## src/rtl/uart_pkg.sv

```systemverilog
// Shared byte width, line-ending constants and sequencer state encoding
// for the UART transmit FIFO.
package uart_pkg;

  localparam int BYTE_W = 8;

  localparam logic [BYTE_W-1:0] LF = 8'h0A;
  localparam logic [BYTE_W-1:0] CR = 8'h0D;

  typedef enum logic [1:0] {
    IDLE      = 2'd0,
    SEND      = 2'd1,
    WAIT_BUSY = 2'd2,
    WAIT_DONE = 2'd3
  } tx_state_t;

endpackage

```

## src/rtl/sync_fifo.sv

```systemverilog
// Byte-wide synchronous FIFO with registered occupancy flags and a
// combinational read port showing the head entry.
module sync_fifo
  import uart_pkg::*;
#(
  parameter int DEPTH  = 16,
  parameter int ADDR_W = 4
) (
  input  logic              clk,
  input  logic              rst_n,
  input  logic              wr_en,
  input  logic [BYTE_W-1:0] wr_data,
  input  logic              rd_en,
  output logic [BYTE_W-1:0] rd_data,
  output logic              full,
  output logic              empty,
  output logic [ADDR_W:0]   count
);

  localparam logic [ADDR_W:0] DEPTH_CNT = (ADDR_W + 1)'(DEPTH);

  logic [BYTE_W-1:0] mem [DEPTH];
  logic [ADDR_W-1:0] wr_ptr;
  logic [ADDR_W-1:0] rd_ptr;
  logic              do_wr;
  logic              do_rd;
  logic [ADDR_W:0]   count_next;

  // A write while full is dropped even when a read frees a slot this cycle.
  assign do_wr   = wr_en && !full;
  assign do_rd   = rd_en && !empty;
  assign rd_data = mem[rd_ptr];

  always_comb begin
    count_next = count;
    if (do_wr && !do_rd) begin
      count_next = count + 1'b1;
    end else if (do_rd && !do_wr) begin
      count_next = count - 1'b1;
    end
  end

  always_ff @(posedge clk) begin
    if (do_wr) begin
      mem[wr_ptr] <= wr_data;
    end
  end

  always_ff @(posedge clk) begin
    if (!rst_n) begin
      wr_ptr <= '0;
      rd_ptr <= '0;
      count  <= '0;
      full   <= 1'b0;
      empty  <= 1'b1;
    end else begin
      if (do_wr) begin
        wr_ptr <= wr_ptr + 1'b1;
      end
      if (do_rd) begin
        rd_ptr <= rd_ptr + 1'b1;
      end
      count <= count_next;
      full  <= (count_next == DEPTH_CNT);
      empty <= (count_next == '0);
    end
  end

endmodule

```

## src/rtl/uart_tx_fifo.sv

```systemverilog
// Buffers host bytes and hands them one at a time to the UART transmitter.
// Define UART_TX_FIFO_CRLF_EN to expand each stored LF into CR LF on the wire.
module uart_tx_fifo
  import uart_pkg::*;
#(
  parameter int DEPTH  = 16,
  parameter int ADDR_W = 4
) (
  input  logic              clk,
  input  logic              rst_n,
  input  logic [BYTE_W-1:0] wr_data,
  input  logic              wr_en,
  output logic              full,
  output logic              empty,
  output logic [ADDR_W:0]   count,
  output logic              overflow,
  output logic [BYTE_W-1:0] tx_data,
  output logic              tx_send,
  input  logic              tx_busy
);

  tx_state_t         state;
  tx_state_t         state_next;
  logic [BYTE_W-1:0] head;
  logic [BYTE_W-1:0] tx_data_next;
  logic              tx_send_next;
  logic              pop;
`ifdef UART_TX_FIFO_CRLF_EN
  logic              cr_sent;
  logic              cr_sent_next;
`endif

  sync_fifo #(
    .DEPTH  (DEPTH),
    .ADDR_W (ADDR_W)
  ) u_fifo (
    .clk     (clk),
    .rst_n   (rst_n),
    .wr_en   (wr_en),
    .wr_data (wr_data),
    .rd_en   (pop),
    .rd_data (head),
    .full    (full),
    .empty   (empty),
    .count   (count)
  );

  // WAIT_BUSY covers the cycle before the transmitter raises busy, so a
  // second send can never slip in while busy still reads low.
  always_comb begin
    state_next   = state;
    tx_data_next = tx_data;
    tx_send_next = 1'b0;
    pop          = 1'b0;
`ifdef UART_TX_FIFO_CRLF_EN
    cr_sent_next = cr_sent;
`endif
    case (state)
      IDLE: begin
        if (!empty && !tx_busy) begin
          tx_send_next = 1'b1;
          state_next   = SEND;
`ifdef UART_TX_FIFO_CRLF_EN
          if (head == LF && !cr_sent) begin
            tx_data_next = CR;
            cr_sent_next = 1'b1;
          end else begin
            tx_data_next = head;
            pop          = 1'b1;
            cr_sent_next = 1'b0;
          end
`else
          tx_data_next = head;
          pop          = 1'b1;
`endif
        end
      end
      SEND:      state_next = WAIT_BUSY;
      WAIT_BUSY: if (tx_busy) state_next = WAIT_DONE;
      WAIT_DONE: if (!tx_busy) state_next = IDLE;
      default:   state_next = IDLE;
    endcase
  end

  always_ff @(posedge clk) begin
    if (!rst_n) begin
      state    <= IDLE;
      tx_data  <= '0;
      tx_send  <= 1'b0;
      overflow <= 1'b0;
`ifdef UART_TX_FIFO_CRLF_EN
      cr_sent  <= 1'b0;
`endif
    end else begin
      state    <= state_next;
      tx_data  <= tx_data_next;
      tx_send  <= tx_send_next;
      overflow <= overflow | (wr_en & full);
`ifdef UART_TX_FIFO_CRLF_EN
      cr_sent  <= cr_sent_next;
`endif
    end
  end

endmodule

```

## config.mk

```make
export PLATFORM = sky130hd
export DESIGN_NAME = uart_tx_fifo
export DESIGN_NICKNAME = d
export VERILOG_FILES = /design/src/rtl/uart_pkg.sv /design/src/rtl/sync_fifo.sv /design/src/rtl/uart_tx_fifo.sv
export SDC_FILE = /design/constraint.sdc
export NUM_CORES = 1
export LEC_CHECK = 0
export CAP_MARGIN = 40
export CORE_AREA = 2 2 112 114
export DETAILED_ROUTE_END_ITERATION = 8
export DIE_AREA = 0 0 114 116
export PLACE_DENSITY = 0.72
export SYNTH_ARGS = -nofsm -noshare
export SYNTH_HDL_FRONTEND = slang
export SYNTH_HIERARCHICAL = 1
export SYNTH_SLANG_ARGS = --single-unit
```

## constraint.sdc

```tcl
create_clock -name clk -period 2.96 [get_ports clk]
set_clock_uncertainty 0.15 [all_clocks]
set_input_delay 0.444 -clock clk [delete_from_list [all_inputs] [get_ports clk]]
set_output_delay 0.444 -clock clk [all_outputs]
set_load 0.02 [all_outputs]
```

==> results of run 1 <==
[sequential cells by signal, summed over array words and instances (netlist names), 2 cells and up, named ones only]
register,flops
state,2
u_fifo/count,5
u_fifo/rd_ptr,4
u_fifo/wr_ptr,4
u_fifo/mem,128
tx_data,8
[cell families (layout without fill, tap and decap cells)]
kind of cell / after synthesis / count (layout) / share of synthesized area
AOI/OAI and AO/OA: 14 / 14 / 0.0185
xor gates and xnor gates: 8 / 8 / 0.0108
adders and majority gates: 11 / 11 / 0.0212
buffers and inverters: 21 / 72 / 0.0211
DFF: 159 / 159 / 0.689
muxes: 52 / 52 / 0.172
and+or+nand+nor: 73 / 73 / 0.0666
[cells in the mapped netlist]
cell	number	area share
edfxtp_1	128	0.59
dfxtp_1	31	0.096
and2_1	27	0.026
mux4_1	24	0.097
mux4_2	16	0.056
nor2b_1	12	0.012
ha_1	11	0.021
mux2i_1	10	0.015
nand2_1	9	0.0052
xnor2_1	7	0.0095
inv_1	6	0.0035
nor2_1	5	0.0029
a21oi_1	4	0.0031
and3_1	4	0.0039
buf_1	4	0.0023
buf_2	3	0.0023
clkbuf_1	3	0.0017
nor3_1	3	0.0023
o21ai_0	3	0.0023
a22oi_2	2	0.0039
buf_6	2	0.0035
buf_8	2	0.0046
nand4_1	2	0.0019
or3_1	2	0.0019
a21boi_0	1	0.0012
and2_0	1	0.00097
and4_4	1	0.0017
buf_12	1	0.0031
mux2_2	1	0.0017
mux2_4	1	0.0023
nand2b_1	1	0.00097
nand3_1	1	0.00077
nor2_2	1	0.00097
nor3b_1	1	0.0012
nor3b_2	1	0.0019
nor4_1	1	0.00097
nor4b_1	1	0.0014
o211a_1	1	0.0015
o311a_1	1	0.0015
o32ai_2	1	0.0025
o41ai_2	1	0.0025
xor2_1	1	0.0014
[layout make-up]
class                   instances  share of cell area
flip-flops and latches        159               0.597
clock inverters                14              0.0219
clock buffers                  18              0.0574
well taps                     147              0.0246
multi-input cells             158               0.251
repair buffers                 34              0.0452
inverters                       6             0.00301
[power by group through the flow]
stage / registers, mW / logic [mW] / clock network, mW
floorplan: 2.60 / 0.353 / 0
global placement: 2.59 / 0.516 / 0
detailed placement: 2.59 / 0.538 / 0
CTS: 2.54 / 0.541 / 2.21
global route: 2.55 / 0.584 / 2.31
finish: 2.54 / 0.535 / 2.17
[worst reg2reg max path, cell delays in order (launching register included)]
cell and delay [ns]:
dfxtp_1 0.33, inv_1 0.10, ha_1 0.21, nor3b_2 0.22
nor2b_1 0.16, buf_4 0.18, and2_0 0.37, a22oi_2 0.10
xnor2_1 0.20, o41ai_2 0.36
[layer usage]
metal  global-route usage  vias to the layer above  share of wire
met5                    0                        -              0
met4               0.0650                        0          0.015
met3               0.0586                       12          0.062
met2                0.291                       87           0.49
met1                0.251                     1579           0.44
li1                     -                     1423              -
[final timing paths]
path                  endpoint  cells past startpoint  slack (ns)  startpoint
hold / removal        overflow                      2        0.34    overflow
setup / recovery  u_fifo/empty                      9        0.50    state[0]
setup reg to reg  u_fifo/empty                      9        0.50    state[0]
hold reg to reg       overflow                      2        0.34    overflow
==> results.yml, run 1 <==
outcome:
  status: "finished clean"
final_layout:
  mostFrequentLayoutCells: "128 x edfxtp_1, 30 x dfxtp_1, 28 x clkdlybuf4s50_1, 27 x and2_1, 24 x mux4_1"
  fin_util: 0.628
  final_common_cell: "edfxtp_1"
  regArea_um2: 4470
  final_nets: 399
  fill_cells: 838
  final_cells: 536
  fin_area_um2: 7480
  drive_gt1_frac: 0.159
  n_antenna_cell: 0
  syn_to_final_growth_pct: 15.5
  multi_input_area_um2: 1880
sta:
  timing.fmax_mhz: 407
  tns_ns: 0
  finalCriticalPeriod_ns: 2.46
  slew_headroom: 0.610
  worstMarginPinSlew_ns: 0.584
  fin_crit_sh: 0.831
  setup_viol: 0
  hold_viol: 0
  rsz0062_at_grt: "no"
  fin_ws_ns: 0.500
  whs_ns: 0.335
  final_max_slew_viol_count: 0
power_and_ir_drop:
  powerDensity_nw_per_um2: 701
  p_leak_nw: 2.49
  switching_share: 0.223
  power_frac_seq: 0.485
  p_int_mw: 4.08
  p_total_mw: 5.25
  power_frac_comb: 0.102
  p_sw_mw: 1.17
  pwr-share-clk: 0.413
  vdd_drop_max_mv: 0.541
synthesis:
  avgSynthCellArea_um2: 19.2
  synth_nets: 361
  yosysSeqAreaShare: 0.689
  synthCells: 338
  ys_types: 42
  synth.cell_area_um2: 6480
  yosysWarnings: 6
  synth_seq_cells: 159
worst_setup_path:
  crit_path_max_incr_delay_ns: 0.37
  crit_fanout: 9
  end_kind: "flip-flop"
  path_delay_family: "simple AND/OR/NAND/NOR gates"
  crit_arrival_ns: 2.63
  crit_chain: "inv_1, ha_1, nor3b_2, nor2b_1, buf_4, and2_0, a22oi_2, xnor2_1, o41ai_2"
  cp-start-kind: "flip-flop"
  cpMaxStageDelayCell: "and2_0"
  path_buf_inv: 2
  required_ns: 3.13
  crit_type: "reg -> reg"
place:
  dpl_worst_slack_ns: 0.145
  dpl.hpwl_um: 7330
  dp_cells: 504
  place_area_um2: 6890
  io_buffers: 28
  place_congestion: 0.753
clock_tree:
  cts.path.max_buffers: 2
  clk_latency_ns: 0.42
  post_cts_buffers: 0
  cts_tree: "built"
  htree_levels: 4
  cts_resized: 0
  ctsRootBufferMaster: "clkbuf_16"
  numCtsBuffers: 17
  clkTransAtPathRegs_ns: 0.06
  clock_sinks: 159
  holdBufCountCts: 0
drt:
  wl_um: 11200
  ant_nets: 0
  wl_per_cell_um: 20.9
  drcViolationCount: 0
  drt_iter0_drc: 228
  avgViaCountPerCell: 5.79
  drt_first_pass_iters: 4
  vias: 3101
min_path:
  worstHoldPathType: "reg -> reg"
grt:
  grt_pass1_vias: 3132
  grt_pass1_wl_um: 17400
  grt_start_max_net_pins: 33
  grt-ovfl-total: 0
  grt.total_usage: 0.186
  antenna_found_initial: 0
floorplanning:
  ios: 29
  dieArea_um2: 13200
  core-area_um2: 11900
  start_util: 0.544
  die-height_um: 116
  num_rows: 40
  die_w_um: 114
flow_run:
  drv_cap: 0
Note: power is estimated with default switching activity, not from simulation.
==> run 2, diff against run 1 <==
Clock period 2.96 ns to 2.5 ns, I/O delays scaled along.
==> run 2 against run 1 <==
Worst hold slack better by 0.033 ns. Flip-flop and latch count unchanged. First-iteration DRC count is 9.6% lower. Via count grew 2.8%. Largest power group unchanged. Core utilization up 2.5 points. Critical path depth did not move. Cell count up 2.8%. Sequential share of layout area decreased by 2.3 points.
==> results.yml, run 2 (synthesis gave the netlist of run 1 again) <==
outcome:
  status: "finished clean"
final_layout:
  regMostFlops: "u_fifo/mem"
  regArea_um2: 4470
  largest_reg_flops: 128
  mostFrequentLayoutCells: "128 x edfxtp_1, 30 x dfxtp_1, 28 x and2_1, 28 x clkdlybuf4s50_1, 24 x mux4_1"
  top_regs: "u_fifo/mem (128), tx_data (8), u_fifo/count (5)"
  multi_input_area_um2: 1880
  syn_to_final_growth_pct: 20.1
  n_antenna_cell: 0
  drive_gt1_frac: 0.188
  fin_util: 0.653
  fin_area_um2: 7780
  final_common_cell: "edfxtp_1"
  final_nets: 414
  final_cells: 551
  fill_cells: 817
sta:
  setup_viol: 0
  whs_ns: 0.368
  final_max_slew_viol_count: 0
  slew_headroom: 0.618
  fin_crit_sh: 0.949
  timing.fmax_mhz: 422
  tns_ns: 0
  rsz0062_at_grt: "no"
  hold_viol: 0
  worstMarginPinSlew_ns: 0.573
  finalCriticalPeriod_ns: 2.37
clock_tree:
  clkTransAtPathRegs_ns: 0.06
  cts_tree: "built"
  clock_sinks: 159
  numCtsBuffers: 17
  ctsRootBufferMaster: "clkbuf_16"
  clk_latency_ns: 0.42
  cts_resized: 0
  holdBufCountCts: 0
  htree_levels: 4
  post_cts_buffers: 0
  cts.path.max_buffers: 2
place:
  place_congestion: 0.764
  dpl.hpwl_um: 7240
  dp_cells: 519
  place_area_um2: 7170
  io_buffers: 28
drt:
  wl_per_cell_um: 20.9
  drt_iter0_drc: 206
  vias: 3188
  drt_first_pass_iters: 5
  drcViolationCount: 0
  ant_nets: 0
  wl_um: 11500
  avgViaCountPerCell: 5.79
grt:
  grt.total_usage: 0.192
  antenna_found_initial: 0
  grt_pass1_wl_um: 18000
  grt-ovfl-total: 0
  grt_pass1_vias: 3114
  grt_start_max_net_pins: 33
floorplanning:
  core-area_um2: 11900
  die_w_um: 114
  die-height_um: 116
  num_rows: 40
  ios: 29
  dieArea_um2: 13200
  start_util: 0.544
worst_setup_path:
  required_ns: 2.67
  crit_type: "reg -> reg"
  crit_fanout: 9
  cp-start-kind: "flip-flop"
  crit_chain: "inv_1, ha_1, nor3b_2, nor2b_1, buf_4, and4_4, or3_1, and2_1, o41ai_2"
  cpMaxStageDelayCell: "dfxtp_1"
  end_kind: "flip-flop"
  crit_arrival_ns: 2.54
  crit_path_max_incr_delay_ns: 0.35
power_and_ir_drop:
  p_leak_nw: 2.62
  vdd_drop_max_mv: 0.466
  powerDensity_nw_per_um2: 801
min_path:
  worstHoldPathType: "reg -> reg"
flow_run:
  drv_cap: 0
-- run 2: final timing paths --
kind	startpoint	end	slack, ns	depth (start not counted)
max	state[0]	u_fifo/empty	0.13	9
min	state[1]	state[1]	0.37	2
max reg2reg	state[0]	u_fifo/empty	0.13	9
min reg2reg	state[1]	state[1]	0.37	2
-- run 2: metal layers --
layer,vias up,track usage,share of wire
li1,1450,-,-
met1,1649,0.282,0.49
met2,71,0.284,0.46
met3,18,0.0429,0.033
met4,0,0.0756,0.015
met5,-,0,0
-- run 2: per-stage QoR --
| stage | setup WS, ns | power, mW |
|---|---|---|
| finish | 0.128 | 6.23 |
| global route | 0.00525 | 6.46 |
| global placement | 0.0508 | 3.70 |
| floorplan | 0.118 | 3.50 |
| CTS | 0.116 | 6.29 |
| detailed placement | 0.0173 | 3.73 |
-- run 2: layout make-up --
type,instances,area share
sequential,159,0.574
multi-input combinational,158,0.242
timing repair buffer,49,0.0804
clock buffer,25,0.0680
tap,147,0.0236
clock inverter,7,0.00901
inverter,6,0.00289
-- run 2: critical path: cells and delay by family (launching register included) --
kind	cells	cell delay, ns
buffers and inverters	2	0.26
DFF	1	0.35
AOI/OAI and AO/OA	1	0.26
adders and majority gates	1	0.23
and+or+nand+nor	5	1.02
-- run 2: where the power goes --
part	internal, mW	switching (mW)
Clock	1.58	0.981
Sequential	2.94	0.0644
Combinational	0.345	0.321
Total	4.87	1.37
